<file path="config.mk">
export PLATFORM = sky130hd
export DESIGN_NAME = riscv_rf_wport_arb
export DESIGN_NICKNAME = d
export VERILOG_FILES = /design/src/rtl/riscv_rf_wport_arb.sv
export SDC_FILE = /design/constraint.sdc
export NUM_CORES = 1
export LEC_CHECK = 0
export CAP_MARGIN = 0
export CELL_PAD_IN_SITES_DETAIL_PLACEMENT = 1
export CELL_PAD_IN_SITES_GLOBAL_PLACEMENT = 2
export CORE_UTILIZATION = 32
export CTS_CLUSTER_DIAMETER = 100
export DETAILED_ROUTE_END_ITERATION = 12
export PLACE_DENSITY_LB_ADDON = 0.12
export SLEW_MARGIN = 20
export SYNTH_ARGS = -nofsm -noshare
export SYNTH_HDL_FRONTEND = slang
export SYNTH_SLANG_ARGS = --single-unit
</file>
<file path="constraint.sdc">
create_clock -name clk_i -period 3.75 [get_ports clk_i]
set_clock_uncertainty 0.05 [all_clocks]
set_input_delay 1.125 -clock clk_i [delete_from_list [all_inputs] [get_ports clk_i]]
set_output_delay 1.125 -clock clk_i [all_outputs]
set_load 0.01 [all_outputs]
</file>
<file path="src/rtl/riscv_rf_wport_arb.sv">
// riscv_rf_wport_arb: arbitrates the single RF write port between WB and a queued late-result source
//
// Ports:
//   clk_i, rst_ni                 clock, asynchronous active-low reset
//   wb_we_i, wb_dst_i, wb_r_i     in-order WB write request
//   wb_stall_o                    WB write not taken this cycle (pipeline holds WB)
//   lr_req_i, lr_dst_i, lr_r_i    late-result source (divider / late load)
//   lr_ack_o                      late result accepted (queue not full)
//   src1_i, src2_i                ID-stage operands for hazard check
//   hazard_o                      operand matches a pending queued write or the in-flight RF write
//   rf_we_o, rf_dst_o, rf_r_o     registered RF write port
//
// Configuration:
//   RV_WPORT_LR_BYPASS_EN  when defined, a late result arriving on an idle port with an
//                          empty queue is written straight to the RF port without queueing.
module riscv_rf_wport_arb #(
    parameter int MXLEN      = 32,
    parameter int QDEPTH     = 2,
    parameter int STARVE_MAX = 4
) (
    input  logic             clk_i,
    input  logic             rst_ni,
    input  logic             wb_we_i,
    input  logic [4:0]       wb_dst_i,
    input  logic [MXLEN-1:0] wb_r_i,
    output logic             wb_stall_o,
    input  logic             lr_req_i,
    input  logic [4:0]       lr_dst_i,
    input  logic [MXLEN-1:0] lr_r_i,
    output logic             lr_ack_o,
    input  logic [4:0]       src1_i,
    input  logic [4:0]       src2_i,
    output logic             hazard_o,
    output logic             rf_we_o,
    output logic [4:0]       rf_dst_o,
    output logic [MXLEN-1:0] rf_r_o
);
    localparam int AW = $clog2(QDEPTH);
    localparam int GW = $clog2(STARVE_MAX + 1);
    localparam logic [GW-1:0] AGE_MAX = GW'(STARVE_MAX);

    // Queue is kept compacted: valid entries occupy indices 0..count-1, index 0 is the head.
    logic [QDEPTH-1:0] q_v, n_v;
    logic [4:0]        q_dst [QDEPTH];
    logic [4:0]        n_dst [QDEPTH];
    logic [MXLEN-1:0]  q_r   [QDEPTH];
    logic [MXLEN-1:0]  n_r   [QDEPTH];
    logic [GW-1:0]     age;
    logic [AW:0]       k;
    logic empty, full, age_hit, g_q, g_wb, byp, enq, hd_drop, s1_nz, s2_nz;

    assign empty      = ~|q_v;
    assign full       = &q_v;
    assign age_hit    = (age == AGE_MAX) && !empty;
    assign g_q        = !empty && (age_hit || !wb_we_i);
    assign g_wb       = wb_we_i && !age_hit;
    assign wb_stall_o = wb_we_i && age_hit;
    assign lr_ack_o   = !full;
`ifdef RV_WPORT_LR_BYPASS_EN
    assign byp = empty && !wb_we_i && lr_req_i && (lr_dst_i != '0);
`else
    assign byp = 1'b0;
`endif
    // x0 late results are acked but never stored
    assign enq     = lr_req_i && !full && (lr_dst_i != '0) && !byp;
    // head leaves the queue by dequeue or by WAW invalidation; either restarts its age
    assign hd_drop = q_v[0] && (g_q || (g_wb && q_dst[0] == wb_dst_i));
    assign s1_nz   = src1_i != '0;
    assign s2_nz   = src2_i != '0;

    // Next queue: surviving entries compacted in order, then the new tail appended.
    // The incoming entry is appended after invalidation so a same-cycle WB write
    // to the same register never kills the (younger) late result.
    always_comb begin
        n_v   = '0;
        n_dst = q_dst;
        n_r   = q_r;
        k     = '0;
        for (int i = 0; i < QDEPTH; i++) begin
            if (q_v[i] && !(g_q && i == 0) && !(g_wb && q_dst[i] == wb_dst_i)) begin
                n_v[k[AW-1:0]]   = 1'b1;
                n_dst[k[AW-1:0]] = q_dst[i];
                n_r[k[AW-1:0]]   = q_r[i];
                k = k + (AW+1)'(1);
            end
        end
        if (enq) begin
            n_v[k[AW-1:0]]   = 1'b1;
            n_dst[k[AW-1:0]] = lr_dst_i;
            n_r[k[AW-1:0]]   = lr_r_i;
        end
    end

    always_comb begin
        hazard_o = 1'b0;
        for (int i = 0; i < QDEPTH; i++) begin
            if (q_v[i] && ((s1_nz && q_dst[i] == src1_i) || (s2_nz && q_dst[i] == src2_i)))
                hazard_o = 1'b1;
        end
        if (rf_we_o && ((s1_nz && rf_dst_o == src1_i) || (s2_nz && rf_dst_o == src2_i)))
            hazard_o = 1'b1;
    end

    always_ff @(posedge clk_i or negedge rst_ni) begin
        if (!rst_ni) begin
            q_v <= '0;
            for (int i = 0; i < QDEPTH; i++) begin
                q_dst[i] <= '0;
                q_r[i]   <= '0;
            end
            age      <= '0;
            rf_we_o  <= 1'b0;
            rf_dst_o <= '0;
            rf_r_o   <= '0;
        end else begin
            q_v   <= n_v;
            q_dst <= n_dst;
            q_r   <= n_r;
            age   <= (empty || hd_drop) ? '0 :
                     (g_wb && age != AGE_MAX) ? age + GW'(1) : age;
            if (g_q) begin
                rf_we_o  <= 1'b1;
                rf_dst_o <= q_dst[0];
                rf_r_o   <= q_r[0];
            end else if (g_wb) begin
                // x0 write still consumes the slot but never reaches the RF
                rf_we_o <= wb_dst_i != '0;
                if (wb_dst_i != '0) begin
                    rf_dst_o <= wb_dst_i;
                    rf_r_o   <= wb_r_i;
                end
            end else if (byp) begin
                rf_we_o  <= 1'b1;
                rf_dst_o <= lr_dst_i;
                rf_r_o   <= lr_r_i;
            end else begin
                rf_we_o <= 1'b0;
            end
        end
    end
endmodule
</file>
==> results_tabular.tex <==
\begin{tabular}{lr}
\hline
Metric & Value \\
\hline
\multicolumn{2}{l}{\textbf{Run status}} \\
\quad Result of the run & completed \\
\multicolumn{2}{l}{\textbf{Yosys}} \\
\quad Most used flip-flop cell after synthesis & sky130\_fd\_sc\_hd\_\_dfrtp\_1 \\
\quad Post-synthesis share of cell area spent on full adders, half adders and majority gates & 0.871\% \\
\quad Post-Synthesis Cell Area & 5750 µm² \\
\quad Number of nets in the synthesized netlist & 646 \\
\quad Combinational family with the most area after synthesis & multiplexers \\
\quad Library cell with the largest summed area after synthesis & sky130\_fd\_sc\_hd\_\_dfrtp\_1 \\
\quad Complex-gate fraction of the synthesized area & 12.1\% \\
\quad Most area-consuming cells after synthesis & sky130\_fd\_sc\_hd\_\_dfrtp\_1 51\%, sky130\_fd\_sc\_hd\_\_mux2\_2 6.7\%, sky130\_fd\_sc\_hd\_\_o21ai\_0 6.5\% \\
\quad Area fraction of the dominant cell type after synthesis & 50.9\% \\
\quad FF+latch count, synth & 117 \\
\quad Most repeated cell in the gate-level netlist after synthesis & sky130\_fd\_sc\_hd\_\_dfrtp\_1 \\
\quad Simple-gate share of the synthesized area & 11.7\% \\
\quad Per-instance average area after synthesis & 10.4 µm² \\
\quad Sequential element share of the synthesized area & 50.9\% \\
\quad List of most frequent post-synthesis cells & 117 x sky130\_fd\_sc\_hd\_\_dfrtp\_1, 75 x sky130\_fd\_sc\_hd\_\_o21ai\_0, 46 x sky130\_fd\_sc\_hd\_\_nand3\_1, 46 x sky130\_fd\_sc\_hd\_\_nor2\_1, 43 x sky130\_fd\_sc\_hd\_\_nand2\_1 \\
\quad Cell variety after synth & 34 \\
\quad Mux share of post-synthesis cell area & 13.5\% \\
\quad Share of synthesized registers carrying an async set or reset & 100\% \\
\quad Xor and xnor fraction of the mapped netlist area & 6.40\% \\
\quad Mapped Cells & 554 \\
\quad Number of synthesized flops with an enable pin & 0 \\
\quad Yosys warning count & 0 \\
\multicolumn{2}{l}{\textbf{Pwr}} \\
\quad Net switching power figure & 2.51 mW \\
\quad Leak Pwr & 3.26 nW \\
\quad Share of total power in the clock network & 26.0\% \\
\quad Post-layout power & 7.04 mW \\
\quad Peak supply drop & 0.375 mV \\
\quad Internal power of the cells & 4.54 mW \\
\quad Total power divided by cell area & 868 nW/µm² \\
\quad Switching power share of the total & 35.6\% \\
\quad Sequential power share & 34.9\% \\
\quad Share of total power in combinational logic & 39.1\% \\
\multicolumn{2}{l}{\textbf{Clock network}} \\
\quad Buffers from clock root to sink, at most & 2 \\
\quad TritonCTS clock tree & done \\
\quad Worst-path clk slew & 0.05 ns \\
\quad TritonCTS sink count & 117 \\
\quad Postcts setup bufs & 0 \\
\quad Hold-fix buffer count after cts & 0 \\
\quad Source-to-sink clock delay at the later pin of the worst-skew pair & 0.42 ns \\
\quad Number of buffers created by CTS & 17 \\
\quad H-Tree Depth & 4 \\
\quad Root Buffer & sky130\_fd\_sc\_hd\_\_clkbuf\_16 \\
\multicolumn{2}{l}{\textbf{Critical path}} \\
\quad Logic depth of the worst register-to-register path & 8 \\
\quad Crit path launch & src2\_i[2] \\
\quad Endpoint class of the critical path & output pin \\
\quad CP peak stage delay & 0.53 ns \\
\quad Data required time of the critical path & 2.57 ns \\
\quad Worst path cell trace & clkdlybuf4s15\_1 -> or4\_4 -> nor2\_4 -> nor4\_2 -> o21ai\_1 -> nand3\_1 -> buf\_2 \\
\quad Capturing point of the worst reg2reg path & q\_r[48] \\
\quad Crit path max-delay cell type & sky130\_fd\_sc\_hd\_\_or4\_4 \\
\quad CP Class & in2out \\
\quad Crit-path max FO & 3 \\
\quad Setup slack of the worst register-to-register path & 1.21 ns \\
\quad CP Capture Point & hazard\_o \\
\quad Startpoint types & input pin \\
\quad Reg-to-reg critical path startpoint & q\_dst[6] \\
\quad Endpoint arrival time on the critical path & 2.48 ns \\
\multicolumn{2}{l}{\textbf{GRT}} \\
\quad Antenna violations before repair & 0 \\
\quad Global-route wire length before repair & 28.2 mm \\
\quad Total GRT Usage & 20.5\% \\
\quad Final global-route overflow total & 0 \\
\quad Pin count of the biggest net entering global routing & 74 \\
\quad Via count of the first global-routing pass & 5017 \\
\multicolumn{2}{l}{\textbf{STA}} \\
\quad Achievable Freq & 0.274 GHz \\
\quad Setup repair after global routing missed its margin & false \\
\quad Pins over their slew limit & 0 \\
\quad Relative slew margins & 60.0\% \\
\quad Hold violation total from the final report & 0 \\
\quad Hold\_ws & 0.428 ns \\
\quad Final critical path time including I/O delays and setup & 3.66 ns \\
\quad Transition time at the pin with the least slew margin & 0.600 ns \\
\quad Count of endpoints failing setup in the final report & 0 \\
\quad Setup TNS Final & 0 ns \\
\quad Fin crit share & 97.5\% \\
\multicolumn{2}{l}{\textbf{Floorplan}} \\
\quad Number of top-level pins & 129 \\
\quad Overall die area & 18500 µm² \\
\quad Floorplan die height & 136 µm \\
\quad Initial Util & 33.0\% \\
\quad Number of standard-cell rows in the floorplan & 48 \\
\quad Die outline width & 136 µm \\
\quad CORE AREA & 17400 µm² \\
\multicolumn{2}{l}{\textbf{Placed design}} \\
\quad Port Buffers & 128 \\
\quad HPWL after DPL & 12.3 mm \\
\quad Routability-driven placement congestion ratio & 0.832 \\
\multicolumn{2}{l}{\textbf{Routing}} \\
\quad Via density per instance & 5.08 \\
\quad Detailed-route via count & 4710 \\
\quad DRC viols & 0 \\
\quad DRT iter0 DRCs & 208 \\
\quad Wire per inst & 19.3 µm \\
\quad Final antenna-violating net count & 0 \\
\quad Wire length reported by the detailed router & 17.9 mm \\
\quad Top Metal Used & met4 \\
\quad Met3 layer wire length in the routed design & 642 µm \\
\quad Routed met2 length & 8.44 mm \\
\quad Met1 wire length & 8.61 mm \\
\quad Drt first pass iters & 4 \\
\multicolumn{2}{l}{\textbf{Job}} \\
\quad Max-Cap Viols & 0 \\
\multicolumn{2}{l}{\textbf{Layout}} \\
\quad Final Net Count & 781 \\
\quad Ratio of cells with drive above 1 in the final layout & 16.5\% \\
\quad Count of antenna diodes in the layout & 0 \\
\quad Synth-to-Final Area Change & 41.2\% \\
\multicolumn{2}{l}{\textbf{Worst hold path}} \\
\quad Class of the tightest hold or removal check & reg2reg \\
\hline
\end{tabular}
-- layout make-up --
type | count | area, µm²
tap | 225 | 282
clock inverter | 7 | 138
multi-input combinational | 392 | 2670
timing repair buffer | 154 | 1540
clock buffer | 25 | 536
sequential | 117 | 2930
inverter | 7 | 26.3
fill | 1898 | 9300
-- routing by layer --
layer	up-vias	track usage, %
met5	-	0
met1	2366	27.8
met4	0	6.48
li1	2234	-
met3	16	4.55
met2	94	32.4
-- power by group through the flow --
stage / registers, mW / logic, mW / clock network (mW)
after global placement: 2.44 / 2.64 / 0
after detailed placement: 2.48 / 2.73 / 0
after CTS: 2.46 / 2.75 / 1.87
after global routing: 2.54 / 3.03 / 1.94
after floorplan: 2.36 / 1.62 / 0
final: 2.46 / 2.75 / 1.83
-- cell families after synthesis --
| group | count (synthesis) |
|---|---|
| simple gates | 150 |
| compound gates | 123 |
| flops | 117 |
| mux | 73 |
| buf+inv | 45 |
| xor+xnor | 42 |
| fa+ha+maj | 4 |
-- worst max-delay path, delay by kind of cell --
kind | cells | cell delay [ns]
and+or+nand+nor | 4 | 0.88
buffers and inverters | 2 | 0.33
AOI/OAI and AO/OA | 1 | 0.14
-- sequential cells by signal, summed over array words and instances (netlist names) --
signal    count
rf_r_o       32
q_v           2
age           3
rf_we_o       1
q_dst        10
q_r          64
rf_dst_o      5
-- stage by stage --
stage          util, %  setup WS, ns  area (µm²)  cells
2_1_floorplan        -         0.439        5750    554
3_3_place_gp      42.3        -0.514        7370    895
3_5_place_dp      42.3        -0.612        7370    895
4_1_cts           46.3       0.00358        8070    927
5_1_grt           46.6       0.00684        8120    927
6_report          46.6        0.0938        8120    927
-- worst min-delay path by stage --
stage	depth (start not counted)	end	start	slack, ns
2_1_floorplan	1	q_r[15]	q_r[15]	0.41
6_report	2	rf_r_o[13]	rf_r_o[13]	0.43
4_1_cts	2	rf_r_o[13]	rf_r_o[13]	0.44
3_5_place_dp	2	rf_r_o[25]	rf_r_o[25]	0.43
3_3_place_gp	2	rf_r_o[15]	rf_r_o[15]	0.41
5_1_grt	2	rf_r_o[24]	rf_r_o[24]	0.45
-- cells in the final DEF (no fill, tap or decap), types with 4 or more instances in the layout --
cell type / n
sky130_fd_sc_hd__inv_1: 5
sky130_fd_sc_hd__o21ai_1: 6
sky130_fd_sc_hd__bufinv_16: 4
sky130_fd_sc_hd__nand2_1: 43
sky130_fd_sc_hd__clkbuf_16: 17
sky130_fd_sc_hd__mux2_2: 34
sky130_fd_sc_hd__o21ai_0: 72
sky130_fd_sc_hd__mux2i_1: 36
sky130_fd_sc_hd__buf_12: 7
sky130_fd_sc_hd__nand3_1: 46
sky130_fd_sc_hd__xnor2_1: 27
sky130_fd_sc_hd__clkbuf_8: 8
sky130_fd_sc_hd__dfrtp_1: 117
sky130_fd_sc_hd__buf_4: 20
sky130_fd_sc_hd__nor2_4: 4
sky130_fd_sc_hd__ha_1: 4
sky130_fd_sc_hd__clkdlybuf4s50_1: 116
sky130_fd_sc_hd__xor2_1: 15
sky130_fd_sc_hd__nor2_1: 43
sky130_fd_sc_hd__nor4_4: 4
sky130_fd_sc_hd__a31oi_1: 37
-- repair_timing --
item,in CTS,in global routing
gates resized for setup,25,17
endpoints found under the hold margin,0,0
endpoints found under the setup margin,1,1
pin swaps,8,12
No activity file was read; power rests on OpenSTA's default activity.
